<file path="config.mk">
export PLATFORM = sky130hd
export DESIGN_NAME = multi_product_vending_ctrl
export DESIGN_NICKNAME = d
export VERILOG_FILES = /design/src/rtl/multi_product_vending_ctrl.sv
export SDC_FILE = /design/constraint.sdc
export NUM_CORES = 1
export LEC_CHECK = 0
export CAP_MARGIN = 20
export CELL_PAD_IN_SITES_DETAIL_PLACEMENT = 0
export CELL_PAD_IN_SITES_GLOBAL_PLACEMENT = 1
export CORE_MARGIN = 2
export CORE_UTILIZATION = 50
export DETAILED_ROUTE_END_ITERATION = 8
export DONT_BUFFER_PORTS = 1
export HOLD_SLACK_MARGIN = 0.03
export PLACE_DENSITY_LB_ADDON = 0.2
export SYNTH_ARGS = -nofsm -noshare
export SYNTH_HDL_FRONTEND = slang
export SYNTH_SLANG_ARGS = --single-unit
</file>
<file path="constraint.sdc">
create_clock -name i_clk -period 6.55 [get_ports i_clk]
set_input_delay 0.3275 -clock i_clk [delete_from_list [all_inputs] [get_ports i_clk]]
set_output_delay 0.3275 -clock i_clk [all_outputs]
set_load 0.1 [all_outputs]
</file>
<file path="src/rtl/multi_product_vending_ctrl.sv">
// Multi-product vending controller: per-slot price/stock tables, coin and
// online payment collection, dispense with change, refund and inactivity timeout.
module multi_product_vending_ctrl #(
  parameter int NUM_PRODUCTS   = 8,
  parameter int VALUE_W        = 8,
  parameter int STOCK_W        = 4,
  parameter int DEFAULT_PRICE  = 20,
  parameter int INIT_STOCK     = 5,
  parameter int TIMEOUT_CYCLES = 1000
) (
  input  logic               i_clk,
  input  logic               i_rst,
  input  logic               i_start,
  input  logic               i_cancel,
  input  logic               i_select,
  input  logic [3:0]         i_product_code,
  input  logic               i_coin_valid,
  input  logic [VALUE_W-1:0] i_coin_value,
  input  logic               i_online_payment,
  input  logic               i_cfg_we,
  input  logic [3:0]         i_cfg_idx,
  input  logic [VALUE_W-1:0] i_cfg_price,
  input  logic [STOCK_W-1:0] i_cfg_stock,
  output logic [2:0]         o_state,
  output logic [VALUE_W-1:0] o_credit,
  output logic [VALUE_W-1:0] o_product_price,
  output logic               o_dispense_valid,
  output logic [3:0]         o_dispense_code,
  output logic               o_change_valid,
  output logic [VALUE_W-1:0] o_return_change,
  output logic               o_error
);

  localparam logic [2:0] ST_IDLE     = 3'd0;
  localparam logic [2:0] ST_SELECT   = 3'd1;
  localparam logic [2:0] ST_COLLECT  = 3'd2;
  localparam logic [2:0] ST_DISPENSE = 3'd3;
  localparam logic [2:0] ST_REFUND   = 3'd4;

  localparam int         TMR_W     = $clog2(TIMEOUT_CYCLES + 1);
  localparam logic [4:0] NUM_LIMIT = 5'(NUM_PRODUCTS);

  logic [2:0]         state;
  logic [VALUE_W-1:0] credit;
  logic [VALUE_W-1:0] sel_price;
  logic [3:0]         sel_code;
  logic [TMR_W-1:0]   timer;

  // Tables span the full 4-bit code space; slots at or above NUM_PRODUCTS are never written.
  logic [VALUE_W-1:0] price_mem [16];
  logic [STOCK_W-1:0] stock_mem [16];

  logic [VALUE_W:0]   coin_sum;
  logic [VALUE_W-1:0] credit_add;
  logic               code_ok;
  logic               cfg_ok;
  logic               timed_out;

  always_comb begin
    coin_sum   = {1'b0, credit} + {1'b0, i_coin_value};
    credit_add = credit;
    if (i_coin_valid)
      credit_add = coin_sum[VALUE_W] ? {VALUE_W{1'b1}} : coin_sum[VALUE_W-1:0];
    code_ok   = ({1'b0, i_product_code} < NUM_LIMIT) && (stock_mem[i_product_code] != '0);
    cfg_ok    = ({1'b0, i_cfg_idx} < NUM_LIMIT);
    timed_out = (timer == TMR_W'(TIMEOUT_CYCLES - 1));
  end

  assign o_state         = state;
  assign o_credit        = credit;
  assign o_product_price = (state == ST_COLLECT || state == ST_DISPENSE || state == ST_REFUND)
                           ? sel_price : '0;

  // Pulse outputs default low every cycle and are raised on the edge that enters the state.
  always_ff @(posedge i_clk or posedge i_rst) begin
    if (i_rst) begin
      state            <= ST_IDLE;
      credit           <= '0;
      sel_price        <= '0;
      sel_code         <= '0;
      timer            <= '0;
      o_dispense_valid <= 1'b0;
      o_dispense_code  <= '0;
      o_change_valid   <= 1'b0;
      o_return_change  <= '0;
      o_error          <= 1'b0;
      for (int i = 0; i < 16; i++) begin
        price_mem[i] <= VALUE_W'(DEFAULT_PRICE);
        stock_mem[i] <= STOCK_W'(INIT_STOCK);
      end
    end else begin
      o_dispense_valid <= 1'b0;
      o_dispense_code  <= '0;
      o_change_valid   <= 1'b0;
      o_return_change  <= '0;
      o_error          <= 1'b0;
      if (i_cfg_we && (state != ST_IDLE || !cfg_ok))
        o_error <= 1'b1;

      case (state)
        ST_IDLE: begin
          credit <= '0;
          timer  <= '0;
          if (i_cfg_we && cfg_ok) begin
            price_mem[i_cfg_idx] <= i_cfg_price;
            stock_mem[i_cfg_idx] <= i_cfg_stock;
          end
          if (i_start)
            state <= ST_SELECT;
        end

        ST_SELECT: begin
          if (i_cancel) begin
            state <= ST_IDLE;
            timer <= '0;
          end else if (i_select) begin
            timer <= '0;
            if (code_ok) begin
              state     <= ST_COLLECT;
              sel_code  <= i_product_code;
              sel_price <= price_mem[i_product_code];
            end else begin
              o_error <= 1'b1;
            end
          end else if (i_coin_valid) begin
            timer <= '0;
          end else if (timed_out) begin
            state <= ST_IDLE;
            timer <= '0;
          end else begin
            timer <= timer + TMR_W'(1);
          end
        end

        ST_COLLECT: begin
          credit <= credit_add;
          if (i_cancel) begin
            state           <= ST_REFUND;
            timer           <= '0;
            o_change_valid  <= 1'b1;
            o_return_change <= credit_add;
          end else if (i_online_payment || credit_add >= sel_price) begin
            state                <= ST_DISPENSE;
            timer                <= '0;
            o_dispense_valid     <= 1'b1;
            o_dispense_code      <= sel_code;
            o_change_valid       <= 1'b1;
            o_return_change      <= i_online_payment ? credit_add : credit_add - sel_price;
            stock_mem[sel_code]  <= stock_mem[sel_code] - STOCK_W'(1);
          end else if (i_coin_valid || i_select) begin
            timer <= '0;
          end else if (timed_out) begin
            state           <= ST_REFUND;
            timer           <= '0;
            o_change_valid  <= 1'b1;
            o_return_change <= credit;
          end else begin
            timer <= timer + TMR_W'(1);
          end
        end

        ST_DISPENSE, ST_REFUND: begin
          state  <= ST_IDLE;
          credit <= '0;
          timer  <= '0;
        end

        default: begin
          state  <= ST_IDLE;
          credit <= '0;
          timer  <= '0;
        end
      endcase
    end
  end

endmodule

</file>
==> results of run 1 <==
## per-layer routing
metal | vias up | part of all wire [%]
li1 | 3321 | -
met1 | 3847 | 44
met2 | 274 | 46
met3 | 42 | 8.0
met4 | 0 | 1.8
met5 | - | 0
## kinds of logic after synthesis
group	count (synthesis)
compound gates	211
simple gates	281
xor+xnor	18
flops	176
mux	129
buf+inv	64
fa+ha+maj	20
## synth_stat cells (all sizes together), types with 5 or more instances
| master | count | area (sq um) |
|---|---|---|
| dfrtp | 128 | 3200 |
| nand2 | 102 | 383 |
| o21ai | 81 | 443 |
| mux2 | 80 | 901 |
| nor2 | 78 | 293 |
| dfstp | 48 | 1260 |
| mux4 | 34 | 777 |
| clkbuf | 33 | 124 |
| a21oi | 31 | 155 |
| inv | 23 | 86.3 |
| a22oi | 19 | 143 |
| nand3 | 19 | 95.1 |
| ha | 18 | 225 |
| mux2i | 15 | 150 |
| nor3 | 15 | 86.3 |
| o22a | 14 | 123 |
| nand2b | 13 | 81.3 |
| o31ai | 11 | 82.6 |
| nor4 | 10 | 62.6 |
| o22ai | 10 | 62.6 |
| xnor2 | 10 | 95.1 |
| nor2b | 9 | 56.3 |
| a31oi | 8 | 50.1 |
| and2 | 8 | 50.1 |
| buf | 8 | 66.3 |
| xor2 | 8 | 70.1 |
| o21a | 7 | 52.6 |
| or2 | 5 | 31.3 |
## report_power, final
group	leakage (nW)	internal, W	switching (W)
registers	2.21	0.00136	0.000213
logic	1.98	0.000534	0.000802
clock network	0.317	0.000546	0.000553
## state kept, by name, indices dropped and copies added, names as in the netlist, 3 cells and up
name,flops
o_state,3
sel_price,8
price_mem,64
o_credit,8
o_dispense_code,4
sel_code,4
stock_mem,64
o_return_change,8
timer,10
## layout make-up
| type | instances | area, sq um | share of cell area [%] |
|---|---|---|---|
| Antenna cell | 1 | 2.50 | 0.0233 |
| Clock buffer | 17 | 425 | 3.95 |
| Clock inverter | 15 | 234 | 2.17 |
| Inverter | 23 | 91.3 | 0.849 |
| Multi-Input combinational cell | 659 | 4960 | 46.1 |
| Sequential cell | 176 | 4460 | 41.5 |
| Tap cell | 260 | 325 | 3.02 |
| Timing Repair Buffer | 27 | 255 | 2.37 |
## per-stage QoR
stage          setup WS (ns)  total power (W)  cell area, sq um
6_report                1.10          0.00401             10800
5_1_grt                0.738          0.00419             10800
4_1_cts                 1.18          0.00400             10700
3_5_place_dp            1.21          0.00288              9930
3_3_place_gp            1.31          0.00283              9930
2_1_floorplan           1.47          0.00254              9680
## worst paths after layout
path | start | to | slack, ns
min in group asynchronous | i_rst | price_mem[118] | 0.52
worst min register to register | stock_mem[4] | stock_mem[4] | 0.49
worst max-delay path | o_credit[0] | stock_mem[23] | 1.10
max in group asynchronous | i_rst | stock_mem[28] | 4.80
worst max register to register | o_credit[0] | stock_mem[23] | 1.10
worst min-delay path | i_product_code[0] | sel_code[0] | 0.04
## repair_timing
item | 4_1_cts | 5_1_grt
setup endpoints to repair | 0 | 0
hold buffers | 13 | 0
endpoints found under the hold margin | 117 | 0
resized for setup | 0 | 0
==> results.cfg, run 1 <==
[floorplan]
row_count = 50
dieArea_sq_mm = 0.0205
core_area_sq_mm = 0.0188
start_util_pct = 51.4
die_w_um = 143
num_io_pins = 70
fp.dieH_um = 143

[worst_setup_path]
crit_buf_inv = 2
cp_data_arrival_time_ns = 5.81
cp_cell_sequence = buf_4 > ha_1 > fa_1 > a211oi_1 > o21bai_1 > a2111oi_0 > nor3_1 > o22a_1 > ha_1 > a21oi_1 > o22ai_1 > o41ai_2 > buf_4 > a21boi_2 > nand2b_1 > o21ai_2
end_kind = register
crit_type = register to register
worst_path_max_delay_cell = a21boi_2
cp.required_ns = 6.91
crit_cells = 16
crit_path_max_incr_delay_ns = 0.74
ff2ff_path_depth = 16
cp_top_family = compound AO/OA/AOI/OAI gates
worstPathMaxFanout = 19
startpoint_type = register

[grt]
grt_pass1_wl_um = 41600
antenna_found_initial = 0
grt_use_met3_pct = 7.08
busiest_layer = met2
grt_max_degree = 91
grt_pass1_vias = 7456
grtUsageMet1_pct = 38.0
global_route.usage.met2_pct = 40.8
grt_usage_pct = 26.9
overflow = 0

[drt]
postRouteAntennaNets = 0
routed_wl_um = 26600
drc = 0
wl_per_cell_um = 22.6
vias = 7484
via_per_inst = 6.35
drt_iter0_drc = 815
dr.pass1.iters = 5

[clocking]
root_buffer = clkbuf_16
post_cts_buffers = 0
h-tree-depth = 4
clk_path_buf_depth = 2
cts_sinks = 176
worst_skew_pair.late_latency_ns = 0.45
cts.reportedPaths.clkPinSlew_ns = 0.08
cts_tree = done
numCtsBuffers = 17

[worst_hold_path]
hold_depth = 1
hold_path_class = primary input to register

[placed_design]
place_congestion = 0.948
io_buffers = 0
placed_cells = 1130
hpwl_um = 18600

[yosys]
syn_avg_cell_area_sq_um = 10.8
yosys_most_used_dff = dfrtp_1
synthesis.instances = 899
synth-simple-area-share_pct = 13.5
ys_seq_elements = 176
syn_area_sq_mm = 0.00968
synthMuxAreaShare_pct = 18.9
synthArstFlopShare_pct = 100
yosys.area_share.adder_pct = 2.74
synthXorXnorAreaFrac_pct = 1.71
synth_nets = 955
synth-edff-count = 0
ys_seq_area_share_pct = 46.1
synth_top_family_by_area = multiplexers
synth_cell_types = 67
yosys_warnings = 0
synth_compound_area_share_pct = 14.2

[layout]
drive_above_1_share_pct = 26.0
final_util_pct = 57.1
layoutNonFillerInstCount = 1178
area_growth_pct = 11.2
n_fill_cell = 1559
mostFrequentLayoutCells = dfrtp_1, nand2_1, mux2_2
nets = 960
final_common_cell = dfrtp_1

[timing]
fin_hold_ws_ns = 0.0449
worst_pin_slew_ns = 1.15
finalSetupViolCount = 0
fin_crit_ns = 5.45
timing.final.crit_share_pct = 83.2
tns_ns = 0
hold_viol = 0
rsz0062_at_grt = no
max_freq_ghz = 0.183
maxSlewHeadroom_pct = 23.2
skew_ns = 0.0126
slew_violations = 0

[power_and_ir_drop]
p_leak_nw = 4.51
peakVddDrop_mv = 0.192
power_density_mw_per_mm2 = 372

[flow_run]
drv_cap = 0

[status]
status = finished clean
Note: power is estimated with default switching activity, not from simulation.
==> run 2: changes to the inputs <==
Settings changed: CORE_UTILIZATION 50 to 45.
Clock period 6.55 ns to 4.75 ns, I/O delays scaled along.
==> run 2 against run 1 <==
Critical path depth increased by 2. Clock power increased by 29%. Hold slack improved by 0.0024 ns. Routed wire length increased by 5.8%. Critical endpoint is now stock_mem[47]. Largest cell class unchanged.
==> results.cfg, run 2 (synthesis results as in run 1) <==
[floorplan]
start_util_pct = 45.9
row_count = 53
core_area_sq_mm = 0.0211
dieArea_sq_mm = 0.0227
fp.dieH_um = 151
die_w_um = 151
num_io_pins = 70

[layout]
area_growth_pct = 14.1
nets = 991
n_fill_cell = 1869
top_regs = price_mem: 64 flops, stock_mem: 64 flops, timer: 10 flops
mostFrequentLayoutCells = dfrtp_1, nand2_1, mux2_2
postLayoutCellArea_sq_mm = 0.0110
layoutNonFillerInstCount = 1223
antennaDiodeCount = 0
drive_above_1_share_pct = 28.7
final_common_cell = dfrtp_1

[drt]
postRouteAntennaNets = 0
drt_iter0_drc = 699
wl_met1_um = 12700
routed_wl_um = 28200
wl_met2_um = 12500
wl_per_cell_um = 23.0
via_per_inst = 6.16
dr_wl_met3_um = 2360
vias = 7534
highest_layer = met4
drc = 0
dr.pass1.iters = 7

[worst_setup_path]
crit_path_max_incr_delay_ns = 0.46
cp_top_family = compound AO/OA/AOI/OAI gates
ff2ff_path_depth = 18
crit_buf_inv = 3
cp_cell_sequence = ha_1 > fa_1 > a211oi_1 > o21bai_1 > a2111oi_2 > nor3_2 > or2_2 > o21a_1 > fa_1 > a21oi_2 > o22ai_2 > o41ai_4 > buf_6 > a21boi_4 > buf_4 > nand2b_1 > buf_4 > o21ai_2
startpoint_type = register
crit_type = register to register
cp_data_arrival_time_ns = 4.95
cp.required_ns = 5.07
r2r-start = o_credit[0]
r2r_end = stock_mem[47]
end_kind = register
regToRegSetupSlack_ns = 0.12
worstPathMaxFanout = 8
worst_path_max_delay_cell = fa_1

[power_and_ir_drop]
power.internal_w = 0.00346
p_sw_w = 0.00219
seqPwrFrac_pct = 38.8
power_density_mw_per_mm2 = 511
peakVddDrop_mv = 0.261
power_frac_clock_pct = 25.1
comb_power_share_pct = 36.2
switching_share_pct = 38.7
p_leak_nw = 4.63

[grt]
grt_pass1_wl_um = 43300
antenna_found_initial = 0
grt_usage_pct = 25.4
overflow = 0
grt_max_degree = 177
grt_pass1_vias = 7429

[timing]
worst_pin_slew_ns = 1.13
hold_viol = 0
skew_ns = 0.00901
max_freq_ghz = 0.216
timing.final.crit_share_pct = 97.4
finalSetupViolCount = 0
fin_crit_ns = 4.63
slew_violations = 0
maxSlewHeadroom_pct = 24.9

[placed_design]
hpwl_um = 19100
placed_cells = 1161
dpl_cell_area_sq_mm = 0.0101
place_congestion = 0.904
io_buffers = 0

[clocking]
cts.reportedPaths.clkPinSlew_ns = 0.07
h-tree-depth = 4
clk_path_buf_depth = 2
numCtsBuffers = 17
root_buffer = clkbuf_16
cts_tree = done
worst_skew_pair.late_latency_ns = 0.44
cts_sinks = 176

[status]
status = finished clean

[worst_hold_path]
hold_path_class = primary input to register
hold_depth = 2
hold_start = i_coin_valid
min_to = o_return_change[0]

[flow_run]
drv_cap = 0
run 2: worst max path at each step:
stage	start	end	slack [ns]	cells after the start
5_1_grt	o_credit[0]	o_state[0]	-0.06	16
3_5_place_dp	o_credit[0]	stock_mem[39]	-0.18	16
4_1_cts	o_credit[0]	stock_mem[29]	0.01	17
3_3_place_gp	o_credit[0]	stock_mem[55]	-0.08	16
6_report	o_credit[0]	stock_mem[47]	0.12	18
2_1_floorplan	o_credit[0]	o_return_change[5]	0.06	15
run 2: area by class of cell:
cell class                      count  area, sq um  share of cell area, %
Clock buffer                       18          439                   3.98
Sequential cell                   176         4470                   40.4
Clock inverter                     14          160                   1.45
Inverter                           23         90.1                  0.815
Timing Repair Buffer               56          497                   4.50
Multi-Input combinational cell    661         5050                   45.7
Tap cell                          275          344                   3.11
run 2: routing by layer:
layer,vias to the layer above,GRT usage [%]
met5,-,0
met4,0,7.80
met3,42,5.73
met2,345,38.7
met1,3773,36.1
li1,3374,-
run 2: power by group through the flow:
stage,Clock [W],Combinational (W),Sequential (W)
after floorplan,0,0.00141,0.00211
after global placement,0,0.00181,0.00218
after detailed placement,0,0.00184,0.00221
after CTS,0.00144,0.00190,0.00218
after global routing,0.00150,0.00219,0.00222
final,0.00142,0.00204,0.00219
run 2: stage by stage:
stage	worst slack (ns)	hold slack [ns]	total power, W	utilization [%]	TNS (ns)
finish	0.125	0.0473	0.00565	52.4	0
CTS	0.0107	0.0356	0.00552	51.8	0
global placement	-0.0755	0.378	0.00399	47.9	-0.776
detailed placement	-0.176	0.379	0.00405	47.9	-2.60
global route	-0.0559	0.0705	0.00590	52.4	-0.491
floorplan	0.0619	0.367	0.00352	-	0
run 2: timing repair:
action | 4_1_cts | 5_1_grt
hold buffers | 21 | 0
pin swaps | 1 | 3
endpoints found under the setup margin | 52 | 70
setup buffers | 1 | 4
cloned | 0 | 2
resized for setup | 2 | 12
endpoints found under the hold margin | 154 | 0
